**src/rtl/imem_loader_pkg.sv**
```systemverilog
// Shared constants for the instruction-memory boot loader: FSM encodings,
// frame geometry and the word-address helper.
package imem_loader_pkg;

  localparam logic [2:0] ST_IDLE = 3'd0;
  localparam logic [2:0] ST_HDR0 = 3'd1;
  localparam logic [2:0] ST_HDR1 = 3'd2;
  localparam logic [2:0] ST_DATA = 3'd3;
  localparam logic [2:0] ST_CSUM = 3'd4;
  localparam logic [2:0] ST_DONE = 3'd5;
  localparam logic [2:0] ST_ERR  = 3'd6;

  localparam int HDR_BYTES      = 2;
  localparam int BYTES_PER_WORD = 4;

  localparam logic [7:0] CSUM_INIT = 8'h00;

  function automatic logic [31:0] word_addr(input logic [31:0] base,
                                            input logic [29:0] k);
    return base + {k, 2'b00};
  endfunction

endpackage

```
**src/rtl/imem_loader_word_assembler.sv**
```systemverilog
// Packs little-endian stream bytes into 32-bit words; word_valid pulses
// for one cycle after the fourth byte of a word arrives.
module word_assembler
  import imem_loader_pkg::*;
(
  input  logic        clk,
  input  logic        reset,
  input  logic        clear,
  input  logic        byte_valid,
  input  logic [7:0]  byte_data,
  output logic        last_lane,
  output logic        word_valid,
  output logic [31:0] word
);

  localparam logic [1:0] LAST_LANE = 2'(BYTES_PER_WORD - 1);

  logic [1:0]  lane_q, lane_d;
  logic [23:0] shreg_q, shreg_d;
  logic [31:0] word_q, word_d;
  logic        word_valid_q, word_valid_d;

  assign last_lane  = (lane_q == LAST_LANE);
  assign word_valid = word_valid_q;
  assign word       = word_q;

  always_comb begin
    lane_d       = lane_q;
    shreg_d      = shreg_q;
    word_d       = word_q;
    word_valid_d = 1'b0;
    if (clear) begin
      lane_d  = 2'd0;
      shreg_d = 24'd0;
    end else if (byte_valid) begin
      lane_d = lane_q + 2'd1;
      case (lane_q)
        2'd0:    shreg_d[7:0]   = byte_data;
        2'd1:    shreg_d[15:8]  = byte_data;
        2'd2:    shreg_d[23:16] = byte_data;
        default: begin
          word_d       = {byte_data, shreg_q};
          word_valid_d = 1'b1;
        end
      endcase
    end
  end

  always_ff @(posedge clk) begin
    if (reset) begin
      lane_q       <= 2'd0;
      shreg_q      <= 24'd0;
      word_q       <= 32'd0;
      word_valid_q <= 1'b0;
    end else begin
      lane_q       <= lane_d;
      shreg_q      <= shreg_d;
      word_q       <= word_d;
      word_valid_q <= word_valid_d;
    end
  end

endmodule

```
**src/rtl/imem_loader.sv**
```systemverilog
// Boot-time instruction-memory writer: frames, packs and checksums a byte
// stream, holding the core in reset until a good image has landed.
//
//   state | meaning
//   IDLE  | after reset, waiting for start
//   HDR0  | expecting CNT_LO
//   HDR1  | expecting CNT_HI, count is range-checked here
//   DATA  | streaming payload bytes into words
//   CSUM  | expecting the XOR checksum byte
//   DONE  | image good, core released
//   ERR   | framing or checksum failure
module imem_loader
  import imem_loader_pkg::*;
#(
  parameter int          MAX_WORDS = 64,
  parameter logic [31:0] BASE_ADDR = 32'h0000_0000
) (
  input  logic        clk,
  input  logic        reset,
  input  logic        start,
  input  logic        in_valid,
  input  logic [7:0]  in_data,
  output logic        in_ready,
  output logic        wr_en,
  output logic [31:0] wr_addr,
  output logic [31:0] wr_data,
  output logic        core_hold,
  output logic        done,
  output logic        error
);

  logic [2:0]  state_q, state_d;
  logic [7:0]  cnt_lo_q, cnt_lo_d;
  logic [15:0] cnt_q, cnt_d;
  logic [29:0] word_cnt_q, word_cnt_d;
  logic [31:0] addr_q, addr_d;
  logic [7:0]  csum_q, csum_d;

  logic        accept, arm, data_byte, last_lane;
  logic [15:0] hdr_n;

  assign in_ready  = (state_q == ST_HDR0) || (state_q == ST_HDR1) ||
                     (state_q == ST_DATA) || (state_q == ST_CSUM);
  assign accept    = in_valid && in_ready;
  assign arm       = start && ((state_q == ST_IDLE) || (state_q == ST_DONE) ||
                               (state_q == ST_ERR));
  assign data_byte = accept && (state_q == ST_DATA);
  assign hdr_n     = {in_data, cnt_lo_q};

  assign core_hold = (state_q != ST_DONE);
  assign done      = (state_q == ST_DONE);
  assign error     = (state_q == ST_ERR);
  assign wr_addr   = addr_q;

  word_assembler u_asm (
    .clk        (clk),
    .reset      (reset),
    .clear      (arm),
    .byte_valid (data_byte),
    .byte_data  (in_data),
    .last_lane  (last_lane),
    .word_valid (wr_en),
    .word       (wr_data)
  );

  always_comb begin
    state_d    = state_q;
    cnt_lo_d   = cnt_lo_q;
    cnt_d      = cnt_q;
    word_cnt_d = word_cnt_q;
    addr_d     = addr_q;
    csum_d     = csum_q;

    if (arm) begin
      state_d    = ST_HDR0;
      word_cnt_d = 30'd0;
      addr_d     = BASE_ADDR;
      csum_d     = CSUM_INIT;
    end else if (accept) begin
      case (state_q)
        ST_HDR0: begin
          cnt_lo_d = in_data;
          state_d  = ST_HDR1;
        end
        ST_HDR1: begin
          cnt_d = hdr_n;
          if (hdr_n == 16'd0)
            state_d = ST_CSUM;
          else if ({16'd0, hdr_n} > 32'(MAX_WORDS))
            state_d = ST_ERR;
          else
            state_d = ST_DATA;
        end
        ST_DATA: begin
          csum_d = csum_q ^ in_data;
          if (last_lane) begin
            // Address is latched with the word so both are stable in the wr_en cycle.
            addr_d     = word_addr(BASE_ADDR, word_cnt_q);
            word_cnt_d = word_cnt_q + 30'd1;
            if (word_cnt_q == ({14'd0, cnt_q} - 30'd1))
              state_d = ST_CSUM;
          end
        end
        ST_CSUM: begin
          state_d = (in_data == csum_q) ? ST_DONE : ST_ERR;
        end
        default: ;
      endcase
    end
  end

  always_ff @(posedge clk) begin
    if (reset) begin
      state_q    <= ST_IDLE;
      cnt_lo_q   <= 8'd0;
      cnt_q      <= 16'd0;
      word_cnt_q <= 30'd0;
      addr_q     <= BASE_ADDR;
      csum_q     <= CSUM_INIT;
    end else begin
      state_q    <= state_d;
      cnt_lo_q   <= cnt_lo_d;
      cnt_q      <= cnt_d;
      word_cnt_q <= word_cnt_d;
      addr_q     <= addr_d;
      csum_q     <= csum_d;
    end
  end

endmodule

```
**config.mk**
```make
export PLATFORM = sky130hd
export DESIGN_NAME = imem_loader
export DESIGN_NICKNAME = d
export VERILOG_FILES = /design/src/rtl/imem_loader_pkg.sv /design/src/rtl/imem_loader_word_assembler.sv /design/src/rtl/imem_loader.sv
export SDC_FILE = /design/constraint.sdc
export NUM_CORES = 1
export LEC_CHECK = 0
export ABC_CLOCK_PERIOD_IN_PS = 2610
export BUFFER_PORTS_ARGS = -buffer_cell sky130_fd_sc_hd__buf_2
export CORE_MARGIN = 2
export CORE_UTILIZATION = 30
export DETAILED_ROUTE_END_ITERATION = 10
export GPL_ROUTABILITY_DRIVEN = 0
export PLACE_DENSITY = 0.53
export SYNTH_ARGS = -nofsm -noshare
export SYNTH_HDL_FRONTEND = slang
export SYNTH_SLANG_ARGS = --single-unit
```
**constraint.sdc**
```tcl
create_clock -name clk -period 2.61 [get_ports clk]
set_input_delay 0.261 -clock clk [delete_from_list [all_inputs] [get_ports clk]]
set_output_delay 0.261 -clock clk [all_outputs]
set_load 0.01 [all_outputs]
```
# [Word level (Yosys, flattened, before mapping)]
# Index checks and enable logic that the tools add are counted.
# W data, S select, Z words.
[totals] register_bits=154 elab_cells=73 in_bits=12
[classes] muxes=9 order_cmp=1 addsub=3 eq_ne=16 n_reduce_logical=27 bitwise=4
[ops] operator="$add A30 B1 Y30 const B" n=1
[ops] operator="$eq A30 B30 Y1" n=1
[ops] operator="$sub A16 B1 Y17 const B" n=1
[ops] operator="$gt A16 B7 Y1 const B" n=1
[ops] operator="$logic_not A16 Y1" n=1
[ops] operator="$mux W3" n=4
[ops] operator="$pmux W3 S4" n=1
[ops] operator="$reduce_and A3 Y1" n=4
[ops] operator="$eq A3 B3 Y1 const B" n=3
[ops] operator="$eq A8 B8 Y1" n=1
[ops] operator="$reduce_and A2 Y1" n=4
[ops] operator="$reduce_and A4 Y1" n=2
[ops] operator="$xor A8 B8 Y8" n=1
[ops] operator="$eq A3 B2 Y1 const B" n=2
[ops] operator="$ne A3 B3 Y1 const B" n=2
[ops] operator="$reduce_or A3 Y1" n=2
[ops] operator="$logic_or A1 B1 Y1" n=5
[ops] operator="$reduce_bool A5 Y1" n=1
[ops] operator="$eq A2 B2 Y1 const B" n=2
[ops] operator="$reduce_bool A4 Y1" n=1
[ops] operator="$eq A3 B1 Y1 const B" n=1
[ops] operator="$logic_and A1 B1 Y1" n=3
[ops] operator="$logic_not A3 Y1" n=1
[ops] operator="$mux W1" n=3
[ops] operator="10 further kinds" n=12

# [Depth between registers and ports, before layout]
# Gate-level depths: netlist of run 1.
[depth] word_depth=8 depth_mapped=9 depth_no_buf=9

# [Hierarchy]
# From an unflattened synthesis of run 1, not the netlist that was laid out.
[hier_totals] hier_cells=863 hier_area_um2=7178.1
[by_module_without_submodules] module="imem_loader" seq_area_each_um2=1901.8 n_inst=1 area_each_um2=4546.9 cells_per_inst=596
[by_module_without_submodules] module="word_assembler" seq_area_each_um2=1181.1 n_inst=1 area_each_um2=2631.3 cells_per_inst=267

# [Worst setup path after synthesis of run 1]
# No wires, ideal clock.
[synth_path] kind="reg2reg" startpoint="reg cnt_q[0]" endpoint="reg state_q[1]" arrival_time_ns=2.345 period_less_slack_ns=2.467 path_slack_ns=0.143 path_stages_with_launch=9 setup_ns=0.122 cell_sequence="dfxtp_1 inv_1 ha_1 or4b_4 nor3_1 a31oi_1 a2111oi_4 nand4_2 o311a_1"
[synth_between] elab_chain_cells=4
[synth_rtl] element="start: declaration" line_no="imem_loader.sv:34" rtl="logic [15:0] cnt_q, cnt_d;"
[synth_rtl] element="start signal: assignment" line_no="imem_loader.sv:123" rtl="cnt_q <= cnt_d;"
[synth_rtl] element="$sub A16 B1 Y17" line_no="imem_loader.sv:100" rtl="if (word_cnt_q == ({14'd0, cnt_q} - 30'd1))"
[synth_rtl] element="$eq A30 B30 Y1" line_no="imem_loader.sv:100"
[synth_rtl] element="$ne A2 B1 Y1 (no source line)"
[synth_rtl] element="$reduce_and A4 Y1 (no source line)"
[synth_rtl] element="end signal: assignment" line_no="imem_loader.sv:121" rtl="state_q <= state_d;"
[synth_rtl] element="end: declaration" line_no="imem_loader.sv:32" rtl="logic [2:0] state_q, state_d;"
# No other way between the ends.
# A chain may end at the register's enable or synchronous reset.

# [Worst setup path after layout of run 1]
[layout_path] startpoint="reg cnt_q[2]" endpoint="reg state_q[1]"
# Same word-level chain as after synthesis.

==> metrics, run 1 <==
status finished, final reports clean; CP Data Arrival Time 2.71 ns; 1st-iter DRT viols 363; die width 154 um; largest area contributor in the netlist dfxtp_1; PD cells 653 nW/um^2; Max rail drop VDD 0.408 mV; Netlist cell types 55; Clock power frac 0.482; combinational family with the most area after synthesis simple AND/OR/NAND/NOR gates; Worst-Margin Slew 0.742 ns; Int Pwr 3.99 mW; CTS-repair resized insts 0; Slew Viols, Final 0; Switch Pwr 1.22 mW; total power 5.22 mW; compound-cell area share of the yosys netlist 0.130; Post-Synth Adder-Cell Area 0.0112; Syn Area/Cell 7.78 um^2; Yosys reg bits 154; CTS Buf Count 17; Cell Area, Placed 7340 um^2; CORE AREA roughly 22000 um^2; Row Count 54; FMAX between 400 and 500 MHz; initial antenna violation count 0; post-synthesis mux area share 0.00615; worst flop-to-flop path startpoint cnt_q[2]$_SDFFE_PP0P_; Worst Hold Class in -> reg; sequential share of the synthesized area 0.459; Synth top area share 0.459; largest net degree at the start of global routing 67; Final Hold Fails 0; CP startpoint kind flip-flop; MaxCap Viol Count 0; number of global-route vias before repair 5497; later-pin clock latency in the skew report 0.42 ns; area grow syn2layout 19.1%; fin area 7990 um^2; Worst R2R End state_q[1]$_SDFFE_PP0P_; TNS Setup 0 ns; Flop pwr share 0.458; Via Count 5857; WHS Path Cells 3; ranking of synthesized cells by area dfxtp_1, nand2_1, a21oi_1; Total GRT Usage 0.151; hpwl dp 11700 um; drt total wl 17700 um; worst reg-to-reg path cell count 6; DRC violations left 0; Req. time, crit path 2.92 ns; Critical Path End Type flip-flop; drt via density 4.86; die height 154 um; wire per inst 14.7 um; combinational share of power 0.060; Root Buffer clkbuf_16; hold endpoint u_asm.word[27]$_SDFFE_PP0P_; CP Max Fanout 7; starting density of the core 0.307; clock-pin slew on the worst setup and hold paths approximately 0.07 ns; GRT Residual Overflow 0; ys async rst share 0; XOR/XNOR share of the synthesized area 0.0770; fraction of layout cells with a size suffix above 1 0.165; fin crit share 0.921; I/O pins around 80; Crit Path Class reg -> reg; Primary FF master, synth dfxtp_1; # H-tree levels 4; Syn. warnings 0; CTS Hold Bufs 0; CTS tree done; Leak between 2 and 3 nW; Ant. Diodes 0; Mapped Cells 863; DIE AREA 23600 um^2; FF+latch area 3080 um^2; Switching Share 0.235; Post-synth EDFFs 0; Max-slew headroom 0.506; Post-CTS Setup Inserts 0; clk sinks 154; Multi-input gate area 3350 um^2; Final ANT Viol Nets 0; fin crit period 2.40 ns; first-pass GRT wire length 28800 um; RSZ-0062 raised after global routing false; skew final between 0.01 and 0.015 ns; register-to-register setup slack around 0.21 ns; Post-Synth Simple-Gate Area 0.265; CTS Buffer Depth 2; # fillers 2323; DR pass1 iterations 4; Setup-failing EPs final 0; Hold Path Origin in_data[3]; mapped cell area 6710 um^2; number of I/O port buffers 78; Layout Nets 930
-- synthesized netlist by cell type, drive strengths merged, types with 3 or more instances --
library cell and number:
nand3 33, o31ai 3, nor3b 4, and4 3, clkbuf 56, ha 6
nor2 53, inv 12, buf 15, nand2 238, nor3 12, and3 9
nor4 12, xnor2 14, or3 6, dfxtp 154, nand4 15, a21oi 122
or2 3, o21ai 12, mux2i 3, xor2 45
-- power groups by stage --
stage | registers [mW] | logic [mW] | clock network [mW]
floorplan | 2.43 | 0.221 | 0
global placement | 2.44 | 0.305 | 0
detailed placement | 2.44 | 0.305 | 0
CTS | 2.39 | 0.309 | 2.58
global route | 2.39 | 0.348 | 2.67
finish | 2.39 | 0.311 | 2.52
-- layer usage --
metal | up-vias | share of wire | GRT usage
met2 | 113 | 0.45 | 0.234
li1 | 2975 | - | -
met4 | 0 | 0.013 | 0.0428
met5 | - | 0 | 0
met1 | 2751 | 0.49 | 0.209
met3 | 18 | 0.042 | 0.0372
-- worst max-delay path, stage by stage (launching register included) --
cell       delay [ns]
dfxtp_1          0.38
nor3_2           0.33
nand4_1          0.19
or4b_4           0.53
a2111oi_4        0.38
nand4_2          0.17
o311a_1          0.30
-- layout make-up --
class                           count  area share
Clock buffer                       20      0.0559
Clock inverter                     12      0.0186
Inverter                           12     0.00564
Multi-Input combinational cell    627       0.419
Sequential cell                   154       0.386
Tap cell                          280      0.0438
Timing Repair Buffer              100      0.0711
-- layout by cell type (no fill, tap or decap), types with 5 or more instances in the layout --
cell | netlist | final
clkinv_2 | 0 | 5
xnor2_1 | 14 | 14
or3_1 | 6 | 6
nor3_1 | 10 | 8
o21ai_0 | 12 | 11
clkbuf_16 | 0 | 17
nor4_1 | 12 | 9
ha_1 | 6 | 6
nand2_1 | 238 | 237
buf_2 | 3 | 78
buf_4 | 2 | 21
dfxtp_1 | 154 | 154
xor2_1 | 45 | 45
nor2_1 | 53 | 52
nand4_1 | 14 | 14
and3_1 | 9 | 9
nand3_1 | 33 | 33
a21oi_1 | 122 | 122
inv_1 | 12 | 12
-- worst max-delay path by stage --
stage                              end  slack [ns]  cells after the start             startpoint
6_report       state_q[1]$_SDFFE_PP0P_        0.21                      6  cnt_q[2]$_SDFFE_PP0P_
5_1_grt        state_q[1]$_SDFFE_PP0P_        0.02                      9  cnt_q[1]$_SDFFE_PP0P_
4_1_cts        state_q[1]$_SDFFE_PP0P_        0.04                      9  cnt_q[1]$_SDFFE_PP0P_
3_5_place_dp   state_q[1]$_SDFFE_PP0P_        0.06                      9  cnt_q[1]$_SDFFE_PP0P_
3_3_place_gp   state_q[1]$_SDFFE_PP0P_        0.13                      9  cnt_q[1]$_SDFFE_PP0P_
2_1_floorplan  state_q[1]$_SDFFE_PP0P_        0.14                      8  cnt_q[0]$_SDFFE_PP0P_
-- registers in the layout (all words and copies together) (netlist names) --
| name | count |
|---|---|
| cnt_lo_q | 8 |
| cnt_q | 16 |
| csum_q | 8 |
| state_q | 3 |
| u_asm.lane_q | 2 |
| u_asm.shreg_q | 24 |
| u_asm.word | 32 |
| u_asm.word_valid | 1 |
| word_cnt_q | 30 |
| wr_addr | 30 |
-- stage by stage --
step,util,setup WS (ns),hold slack (ns),cells
floorplan,-,0.143,0.432,864
global placement,0.336,0.125,0.440,1173
detailed placement,0.336,0.0608,0.446,1173
CTS,0.363,0.0445,0.153,1205
global route,0.365,0.0159,0.171,1205
finish,0.365,0.207,0.176,1205
-- cells by family (layout without fill, tap and decap cells) --
logic type,count (synthesis),count (layout)
buffers and inverters,83,144
XOR/XNOR,59,59
AO/OA/AOI/OAI,156,156
adder cells (fa/ha/maj),6,6
AND/OR/NAND/NOR,400,400
multiplexers,4,4
other,1,2
flip-flops,154,154
Power figures use the tool's default switching activity.
==> run 2: changes to the inputs <==
ABC_CLOCK_PERIOD_IN_PS = 2870   (was 2610)
PLACE_DENSITY = 0.52   (was 0.53)
SKIP_CTS_REPAIR_TIMING = 1   (was default)
SLEW_MARGIN = 20   (was default)
clock period = 2.87 ns   (was 2.61 ns; I/O delays follow)
==> run 2 against run 1 <==
Compared with the run above: first-iteration DRC count down 3.0%; power down 7.7%; via count down 1.9%; setup slack worse by 0.0097 ns; flip-flop and latch count unchanged; non-clock buffer count down 9; final cell count down 0.75%; hold slack better by 0.046 ns; clock power down 6%.
==> metrics, run 2 (synthesis results as in run 1) <==
status finished, final reports clean; area grow syn2layout 17.9%; clk sinks approximately 150; GRT Residual Overflow 0; fin crit share 0.931; Largest register FFs 32; Worst Hold Class in -> reg; Req. time, crit path roughly 3.2 ns; Via Count 5748; Slew Viols, Final 0; clock-pin slew on the worst setup and hold paths 0.06 ns; PD cells 609 nW/um^2; # H-tree levels 4; Layout Nets 921; most frequent cells in the layout nand2_1, dfxtp_1, a21oi_1, buf_2, nor2_1; I/O pins 81; CTS tree done; die height 154 um; initial antenna violation count 0; TNS Setup 0 ns; die width 154 um; 1st-iter DRT viols between 300 and 400; fraction of layout cells with a size suffix above 1 0.155; Max rail drop VDD 0.378 mV; Crit Path Class reg -> reg; Post-Place Setup Slack between 0.1 and 0.15 ns; Root Buffer clkbuf_16; Worst-Margin Slew roughly 0.7 ns; total power 4.82 mW; first-pass GRT wire length 27900 um; Row Count 54; hpwl dp between 10000 and 15000 um; DIE AREA 23600 um^2; RSZ-0062 raised after global routing false; drt via density between 4 and 5; CTS Buffer Depth 2; final worst slack 0.197 ns; Total GRT Usage 0.146; largest net degree at the start of global routing 66; number of global-route vias before repair 5330; later-pin clock latency in the skew report approximately 0.44 ns; Max-slew headroom 0.525; DRC violations left 0; CP Max Fanout 6; CTS Buf Count 17; wire per inst 14.3 um; CP startpoint kind flip-flop; hold slack 0.222 ns; Final ANT Viol Nets 0; Setup-failing EPs final 0; Ant. Diodes 0; CORE AREA 21900 um^2; starting density of the core 0.307; Leak about 2.9 nW; MaxCap Viol Count 0; fin crit period 2.67 ns; FMAX roughly 370 MHz; commonest non-fill, non-tap cell in the layout nand2_1; skew final 0.00843 ns; Final Hold Fails 0; Critical Path End Type flip-flop; drt total wl ~17000 um; number of I/O port buffers 78; CP Data Arrival Time 2.99 ns; DR pass1 iterations 4
run 2: power breakdown:
part | switching, mW | internal (mW)
clock network | 0.963 | 1.41
registers | 0.0169 | 2.15
logic | 0.190 | 0.0856
run 2: metal layers:
metal / vias to the layer above / track usage / share of wire
met5: - / 0 / 0
met4: 0 / 0.0537 / 0.018
met3: 22 / 0.0358 / 0.044
met2: 117 / 0.223 / 0.44
met1: 2660 / 0.200 / 0.50
li1: 2949 / - / -
run 2: stage by stage:
stage,area (um^2),instances,util
2_1_floorplan,6710,864,-
3_3_place_gp,7280,1164,0.332
3_5_place_dp,7280,1164,0.332
4_1_cts,7900,1196,0.361
5_1_grt,7910,1196,0.361
6_report,7910,1196,0.361
run 2: path summary, 6_finish.rpt:
check / slack [ns] / to / cells past startpoint / start
worst min-delay path: 0.22 / cnt_lo_q[7]$_SDFFE_PP0P_ / 3 / in_data[7]
worst min register to register: 0.45 / wr_addr[24]$_SDFFE_PP0P_ / 2 / wr_addr[24]$_SDFFE_PP0P_
worst max register to register: 0.20 / state_q[1]$_SDFFE_PP0P_ / 9 / cnt_q[0]$_SDFFE_PP0P_
worst max-delay path: 0.20 / state_q[1]$_SDFFE_PP0P_ / 9 / cnt_q[0]$_SDFFE_PP0P_
run 2: layout make-up:
class                           instances  area [um^2]
Tap cell                              280          350
Multi-Input combinational cell        627         3310
Sequential cell                       154         3080
Timing Repair Buffer                   91          500
Fill cell                            2337        14000
Clock buffer                           18          439
Clock inverter                         14          183
Inverter                               12         45.0
run 2: critical path: stages, from the launching register on:
cell	delay [ns]
dfxtp_1	0.36
inv_1	0.07
ha_1	0.23
or4b_4	0.53
nor4_1	0.35
mux2_2	0.22
mux2i_1	0.06
o21ai_0	0.22
nand4_2	0.20
o311a_1	0.32
